`src/rtl/gemv_pkg.sv`:
```
// Shared types and helpers for the GEMV tile scheduler.
package gemv_pkg;

    localparam int DATA_WIDTH_DEF = 8;
    localparam int TILE_SIZE_DEF  = 32;
    localparam int DIM_W          = 10;   // rows / cols field width
    localparam int CNT_W          = 16;   // tile counters

    typedef enum logic [2:0] {
        IDLE,
        ERR,
        START,
        STREAM,
        WAIT_DONE,
        DONE
    } sched_state_e;

    // ceil(cols / 2**tile_log2); the sum stays well inside CNT_W for 10-bit cols
    function automatic logic [CNT_W-1:0] tiles_per_row(input logic [DIM_W-1:0] cols,
                                                       input int tile_log2);
        logic [CNT_W-1:0] sum;
        sum = CNT_W'(cols) + CNT_W'((1 << tile_log2) - 1);
        return sum >> tile_log2;
    endfunction

endpackage

```
`src/rtl/tile_fifo.sv`:
```
// Small synchronous FIFO holding prefetched weight tiles; head is shown
// combinationally so the scheduler can present it without a bubble.
module tile_fifo #(
    parameter int DEPTH = 2,
    parameter int WIDTH = 256,
    localparam int PW   = $clog2(DEPTH)
) (
    input  logic             clk,
    input  logic             rst,
    input  logic             flush,
    input  logic             push,
    input  logic [WIDTH-1:0] push_data,
    input  logic             pop,
    output logic [PW:0]      count,
    output logic [WIDTH-1:0] head,
    output logic             empty
);

    logic [WIDTH-1:0] mem [DEPTH];
    logic [PW-1:0]    wr_ptr;
    logic [PW-1:0]    rd_ptr;
    logic             full;
    logic             do_push;
    logic             do_pop;

    assign empty   = (count == '0);
    assign full    = (count == (PW+1)'(DEPTH));
    assign do_pop  = pop && !empty;
    // a push into a full FIFO is only accepted when the head leaves the same cycle
    assign do_push = push && (!full || do_pop);
    assign head    = mem[rd_ptr];

    // storage, pointers and occupancy; flush drops all contents
    always_ff @(posedge clk or posedge rst) begin
        if (rst) begin
            wr_ptr <= '0;
            rd_ptr <= '0;
            count  <= '0;
            for (int i = 0; i < DEPTH; i++) mem[i] <= '0;
        end else if (flush) begin
            wr_ptr <= '0;
            rd_ptr <= '0;
            count  <= '0;
        end else begin
            if (do_push) begin
                mem[wr_ptr] <= push_data;
                wr_ptr      <= wr_ptr + 1'b1;
            end
            if (do_pop) rd_ptr <= rd_ptr + 1'b1;
            count <= count + (PW+1)'(do_push) - (PW+1)'(do_pop);
        end
    end

endmodule

```
`src/rtl/gemv_tile_scheduler.sv`:
```
// Sequences one GEMV layer: accepts a command, starts the datapath, prefetches
// weight tiles into a small FIFO and streams them row-major, then reports done.
module gemv_tile_scheduler
    import gemv_pkg::*;
#(
    parameter int DATA_WIDTH     = DATA_WIDTH_DEF,
    parameter int TILE_SIZE      = TILE_SIZE_DEF,
    parameter int ADDR_WIDTH     = 16,
    parameter int PREFETCH_DEPTH = 2
) (
    input  logic                            clk,
    input  logic                            rst,
    input  logic                            cmd_valid,
    output logic                            cmd_ready,
    input  logic [9:0]                      cmd_rows,
    input  logic [9:0]                      cmd_cols,
    input  logic [ADDR_WIDTH-1:0]           cmd_w_base,
    output logic                            mem_rd_en,
    output logic [ADDR_WIDTH-1:0]           mem_rd_addr,
    input  logic                            mem_rd_valid,
    input  logic [TILE_SIZE*DATA_WIDTH-1:0] mem_rd_data,
    output logic                            gemv_start,
    input  logic                            gemv_w_ready,
    output logic                            gemv_w_valid,
    output logic [TILE_SIZE*DATA_WIDTH-1:0] gemv_w_tile,
    input  logic                            gemv_done,
    output logic                            busy,
    output logic                            done,
    output logic                            err
);

    localparam int TW        = TILE_SIZE * DATA_WIDTH;
    localparam int PW        = $clog2(PREFETCH_DEPTH);
    localparam int TILE_LOG2 = $clog2(TILE_SIZE);

    sched_state_e          state, state_nx;
    logic [CNT_W-1:0]      total_q, req_cnt, sent_cnt, sent_nx;
    logic [ADDR_WIDTH-1:0] base_q;
    logic [PW:0]           inflight, fifo_count;
    logic [TW-1:0]         fifo_head;
    logic                  err_q, done_seen;
    logic                  fifo_empty, accept, bad_cmd, issue_phase;
    logic                  ret, push, pop, flush;

    assign accept  = (state == IDLE) && cmd_valid;
    assign bad_cmd = (cmd_rows == '0) || (cmd_cols == '0);

    // returns with nothing outstanding (after reset or a discard) are stale
    assign ret     = mem_rd_valid && (inflight != '0);
    assign push    = ret && issue_phase;
    assign pop     = gemv_w_valid;
    assign flush   = (state == STREAM) && gemv_done;
    assign sent_nx = sent_cnt + CNT_W'(pop);

    // FIFO slots plus outstanding reads never exceed the FIFO depth, so it cannot overflow
    assign mem_rd_en   = issue_phase && (req_cnt < total_q) &&
                         ((PW+2)'(fifo_count) + (PW+2)'(inflight) < (PW+2)'(PREFETCH_DEPTH));
    assign mem_rd_addr = base_q + ADDR_WIDTH'(req_cnt);

    // the datapath samples w_valid without looking at its own ready, so ready gates it here
    assign gemv_w_valid = (state == STREAM) && !fifo_empty && gemv_w_ready;
    assign gemv_w_tile  = fifo_head;
    assign err          = err_q;

    tile_fifo #(
        .DEPTH (PREFETCH_DEPTH),
        .WIDTH (TW)
    ) u_fifo (
        .clk       (clk),
        .rst       (rst),
        .flush     (flush),
        .push      (push),
        .push_data (mem_rd_data),
        .pop       (pop),
        .count     (fifo_count),
        .head      (fifo_head),
        .empty     (fifo_empty)
    );

    // state register, command latch and tile/inflight bookkeeping
    always_ff @(posedge clk or posedge rst) begin
        if (rst) begin
            state     <= IDLE;
            total_q   <= '0;
            req_cnt   <= '0;
            sent_cnt  <= '0;
            base_q    <= '0;
            inflight  <= '0;
            err_q     <= 1'b0;
            done_seen <= 1'b0;
        end else begin
            state     <= state_nx;
            done_seen <= (state == DONE);
            inflight  <= inflight + (PW+1)'(mem_rd_en) - (PW+1)'(ret);
            if (accept) begin
                base_q   <= cmd_w_base;
                total_q  <= CNT_W'(cmd_rows) * tiles_per_row(cmd_cols, TILE_LOG2);
                req_cnt  <= '0;
                sent_cnt <= '0;
                err_q    <= bad_cmd;
            end else begin
                if (mem_rd_en) req_cnt <= req_cnt + 1'b1;
                sent_cnt <= sent_nx;
                if (flush) err_q <= 1'b1;
            end
        end
    end

    // next state and per-state control outputs
    always_comb begin
        state_nx    = state;
        cmd_ready   = 1'b0;
        gemv_start  = 1'b0;
        busy        = 1'b1;
        done        = 1'b0;
        issue_phase = 1'b0;
        case (state)
            IDLE: begin
                cmd_ready = 1'b1;
                busy      = 1'b0;
                if (cmd_valid) state_nx = bad_cmd ? ERR : START;
            end
            ERR: begin
                done     = 1'b1;
                state_nx = IDLE;
            end
            START: begin
                gemv_start  = 1'b1;
                issue_phase = 1'b1;
                state_nx    = STREAM;
            end
            STREAM: begin
                issue_phase = 1'b1;
                if (gemv_done)               state_nx = DONE;
                else if (sent_nx == total_q) state_nx = WAIT_DONE;
            end
            WAIT_DONE: begin
                if (gemv_done) state_nx = DONE;
            end
            DONE: begin
                // after an early gemv_done, linger until every outstanding read has come back
                done = !done_seen;
                if (inflight == '0 || (inflight == (PW+1)'(1) && ret)) state_nx = IDLE;
            end
            default: state_nx = IDLE;
        endcase
    end

endmodule

```
`config.mk`:
```
export PLATFORM = sky130hd
export DESIGN_NAME = gemv_tile_scheduler
export DESIGN_NICKNAME = d
export VERILOG_FILES = /design/src/rtl/gemv_pkg.sv /design/src/rtl/tile_fifo.sv /design/src/rtl/gemv_tile_scheduler.sv
export SDC_FILE = /design/constraint.sdc
export NUM_CORES = 2
export LEC_CHECK = 0
export ABC_CLOCK_PERIOD_IN_PS = 25400
export CORE_MARGIN = 1.5
export CORE_UTILIZATION = 45
export DETAILED_ROUTE_END_ITERATION = 16
export GPL_TIMING_DRIVEN = 0
export PLACE_DENSITY = 0.78
export SLEW_MARGIN = 20
export SYNTH_ARGS = -nofsm -noshare
export SYNTH_HDL_FRONTEND = slang
export SYNTH_SLANG_ARGS = --single-unit
```
`constraint.sdc`:
```
create_clock -name clk -period 25.4 [get_ports clk]
set_clock_uncertainty 0.2 [all_clocks]
set_input_delay 5.08 -clock clk [delete_from_list [all_inputs] [get_ports clk]]
set_output_delay 5.08 -clock clk [all_outputs]
set_load 0.03 [all_outputs]
```
==> run summary <==
The count of hold buffers inserted by post-cts repair came out at 0. For this design the static power due to leakage is 16.2 nW. The number of enable flip-flop cells after synthesis is 0. The number of DRC markers after the initial detailed-route iteration is 672. Across the VDD grid, the largest voltage drop is 0.109 mV. The area inside the core boundary is 62100 um^2. The fraction of final layout cells with drive strength greater than 1 came out at 0.336.

Traced cell by cell, the critical path runs through clkdlybuf4s50_1, o21ai_0, nor2_1, clkdlybuf4s50_1. The slowest library cell on the worst path is sky130_fd_sc_hd__clkdlybuf4s50_1. The final clock period utilization by the worst path came out at 0.474. Of the total synthesized cell area, the portion taken by AND, OR, NAND and NOR gates is 0.0533.

The synthesized flop and latch total is 587. The path class of the tightest hold or removal check is reg -> reg. The actual slew at the worst max-slew pin is 960 ps. The share of cell area taken by muxes after synthesis came out at 0.305. The number of cells traversed by the worst register-to-register path came out at 13. The share of flip-flops with an asynchronous set or reset after synthesis came out at 1.00.

In this run the cell area of the synthesized design comes to 28400 um^2. In the routed layout, each cell is associated on average with a via count of 5.23. The die covers 64600 um^2. The number of hold violations in the final report is 0. The clock latency of the later-clocked register in the worst-skew pair came out at 600 ps.

The pre-antenna-repair detailed-routing pass consisted of 5 iterations. The flow ran to the end, and the final reports show no timing, DRC or antenna violations. The quantity of gates resized following cts is 0. By startpoint and endpoint, the worst setup path is classified as in -> out. The post-detailed-placement half-perimeter wirelength came out at 57.7 mm.

The number of setup violations in the final report came out at 0. The highest fanout seen on the critical path came out at 3. STA classifies the critical path endpoint as an output pin. For this design, the sink count on the clock tree is 587. The congestion estimate from routability-driven global placement came to 0.878. For the worst setup path, the data required time is 20120 ps. In this run the remaining antenna-violating nets after routing total 0.

The parity-gate share of the synthesized area counting xor and xnor cells is 0.0194. The final net count is 3166. The final routed wirelength across all metal layers is 77.2 mm. The fmax is 83.0 MHz. The overall overflow remaining after global route came out at 0. Summing all placed instances gives a cell area of 35400 um^2. Of the synthesized area, sequential elements account for 0.517. The worst endpoint data arrival time is 6770 ps. The effective utilization at floorplan came out at 0.458. The number of pins with negative max-slew slack in the final report came out at 0. The die extent in y came out at 254 um.

From synthesis to final layout, the design area changed by 32.5%. The initial antenna violation count came out at 20. The overall fraction of global-route tracks in use is 0.233. The die extent in x is 254 um.

The register-to-register setup slack is 21550 ps. Counting stages on the worst path, the most repeated cell is sky130_fd_sc_hd__clkdlybuf4s50_1. The share of the synthesized area in compound gates (AO/OA/AOI/OAI) came out at 0.0262. The number of buffers inserted during clock tree synthesis came out at 66.

The primary flip-flop cell chosen by synthesis mapping is sky130_fd_sc_hd__dfrtp_1. The count of yosys warnings during synthesis came out at 0. The largest buffer count on any clock path is 3.

The maximum number of pins on one net before global-route repair came out at 115. The setup fix buffers added after clock tree synthesis came out at 0. The clock-pin slew on the worst setup and hold paths is 60 ps. The layout has 4763 filler cells. Timing analysis after detailed placement gives a worst setup slack of 13370 ps. The instance count of the mapped netlist came out at 2123.

The worst setup path is launched from an input port. TritonCTS built the clock tree. After synthesis, the largest family of logic cells by area is multiplexers.

Subtracting the final worst setup slack from the clock period gives 12050 ps. In this run the core area contains 91 standard-cell rows. In the post-route analysis, the smallest setup slack over all paths is 13350 ps. Across all layers, the routed design uses 19200 vias. After synthesis, the netlist uses 54 different library cells. The fraction of the mapped netlist area in adder cells is 0.0515.

The level count of the clock H-tree came out at 3. The worst pin sits at a relative slew slack of 0.355. Clock tree synthesis selected as its root buffer the cell sky130_fd_sc_hd__clkbuf_16. The number of buffer cells added on primary ports came out at 576. The worst-case hold slack came out at 294 ps. The count of max-cap constraint violations is 0. With fillers left out, the area of the finished cells amounts to 37600 um^2. The DRC violations left is 0.

After detailed routing, the average wire length per cell comes to 21.0 um. The cell count of the worst hold path is 2. The power density over the cells came out at 141 nW/um^2. The boundary pin count came out at 577. The maximum cell stage delay along the critical path came out at 810 ps.

In this run the mean area of a mapped cell was 13.4 um^2. The first-pass GRT wire length is 117 mm. Setup repair after global routing left no endpoint under its margin. The number of nets in the synthesized netlist came out at 2517. The number of global-route vias before repair is 20700.
cell usage in the layout (no fill, tap or decap), types with 8 or more instances in the layout:
cell,count
sky130_fd_sc_hd__xnor2_1,43
sky130_fd_sc_hd__mux2_2,768
sky130_fd_sc_hd__fa_1,35
sky130_fd_sc_hd__nand3_1,27
sky130_fd_sc_hd__xor2_1,20
sky130_fd_sc_hd__clkbuf_8,17
sky130_fd_sc_hd__nand2_1,105
sky130_fd_sc_hd__ha_1,61
sky130_fd_sc_hd__nor2_1,54
sky130_fd_sc_hd__o21ai_0,39
sky130_fd_sc_hd__a21oi_1,21
sky130_fd_sc_hd__buf_2,51
sky130_fd_sc_hd__diode_2,15
sky130_fd_sc_hd__nor3_1,15
sky130_fd_sc_hd__nor2b_1,20
sky130_fd_sc_hd__clkbuf_16,68
sky130_fd_sc_hd__clkbuf_1,48
sky130_fd_sc_hd__and2_1,34
sky130_fd_sc_hd__inv_1,82
sky130_fd_sc_hd__o211ai_1,8
sky130_fd_sc_hd__or4_1,10
sky130_fd_sc_hd__clkdlybuf4s50_1,576
sky130_fd_sc_hd__clkinv_2,12
sky130_fd_sc_hd__a21o_1,8
sky130_fd_sc_hd__dfrtp_1,587
sky130_fd_sc_hd__nand2b_1,10
stage by stage:
stage	util	cells	power, W	setup TNS [ps]
after floorplan	-	2123	0.00336	0
after global placement	0.568	3536	0.00426	-1130690
after detailed placement	0.570	3541	0.00435	0
after global routing	0.606	3666	0.00558	0
final	0.606	3668	0.00531	0
after CTS	0.606	3653	0.00535	0
synthesized netlist by cell type, drive strengths merged, types with 4 or more instances:
cell type	count	area, um^2
a21o	8	60.1
a21oi	21	105
and2	34	213
and3	7	43.8
and4	4	35.0
buf	58	304
clkbuf	45	169
dfrtp	587	14700
fa	35	701
ha	61	763
inv	83	312
mux2	768	8650
nand2	105	394
nand2b	10	62.6
nand3	27	135
nand4	7	43.8
nor2	55	209
nor2b	20	125
nor3	15	75.1
o211ai	9	72.6
o21a	5	37.5
o21ai	39	195
o21bai	5	37.5
o31ai	4	30.0
or3	7	43.8
or4	10	75.1
xnor2	43	377
xor2	20	175
sequential cells by signal, summed over array words and instances (netlist names):
signal,cells
u_fifo.wr_ptr,1
req_cnt,16
total_q,16
u_fifo.rd_ptr,1
base_q,16
u_fifo.count,2
state,3
inflight,2
err,1
sent_cnt,16
done_seen,1
u_fifo.mem,512
critical path, delay by kind of cell:
kind	cells	cell delay, ps
buffers and inverters	2	1290
and+or+nand+nor	1	290
AOI/OAI and AO/OA	1	110
power by group:
| group | internal, W | leakage [nW] | switching (W) |
|---|---|---|---|
| registers | 0.00139 | 7.15 | 0.000231 |
| logic | 0.00132 | 7.99 | 0.00141 |
| clock network | 0.000580 | 1.10 | 0.000387 |
path summary, 6_finish.rpt:
check                              from         endpoint
min in group asynchronous           rst  u_fifo.mem[369]
min                           base_q[5]        base_q[5]
min reg2reg                   base_q[5]        base_q[5]
max in group asynchronous           rst    u_fifo.mem[1]
max reg2reg                    state[1]         state[0]
max                        gemv_w_ready     gemv_w_valid
layout make-up:
type	instances	area, um^2	area share
clock buffers	88	1950	0.0517
multi-input cells	1350	12900	0.344
plain buffers	103	473	0.0126
repair buffers	581	5900	0.157
flip-flops and latches	587	14700	0.390
clock inverters	24	280	0.00745
diodes	15	37.5	0.000998
well taps	837	1050	0.0278
inverters	83	319	0.00848
kinds of logic (layout without fill, tap and decap cells):
group	count (synthesis)	after routing
AND/OR/NAND/NOR	307	307
multiplexers	769	769
buffers and inverters	186	879
adder cells (fa/ha/maj)	96	96
AO/OA/AOI/OAI	115	115
other	0	15
XOR/XNOR	63	63
flip-flops	587	587
layer usage:
metal | vias up | GRT usage | part of all wire
li1 | 8787 | - | -
met1 | 9663 | 0.266 | 0.38
met2 | 573 | 0.404 | 0.51
met3 | 152 | 0.0703 | 0.078
met4 | 10 | 0.103 | 0.036
met5 | - | 0 | 0.00089
Power figures use the tool's default switching activity.
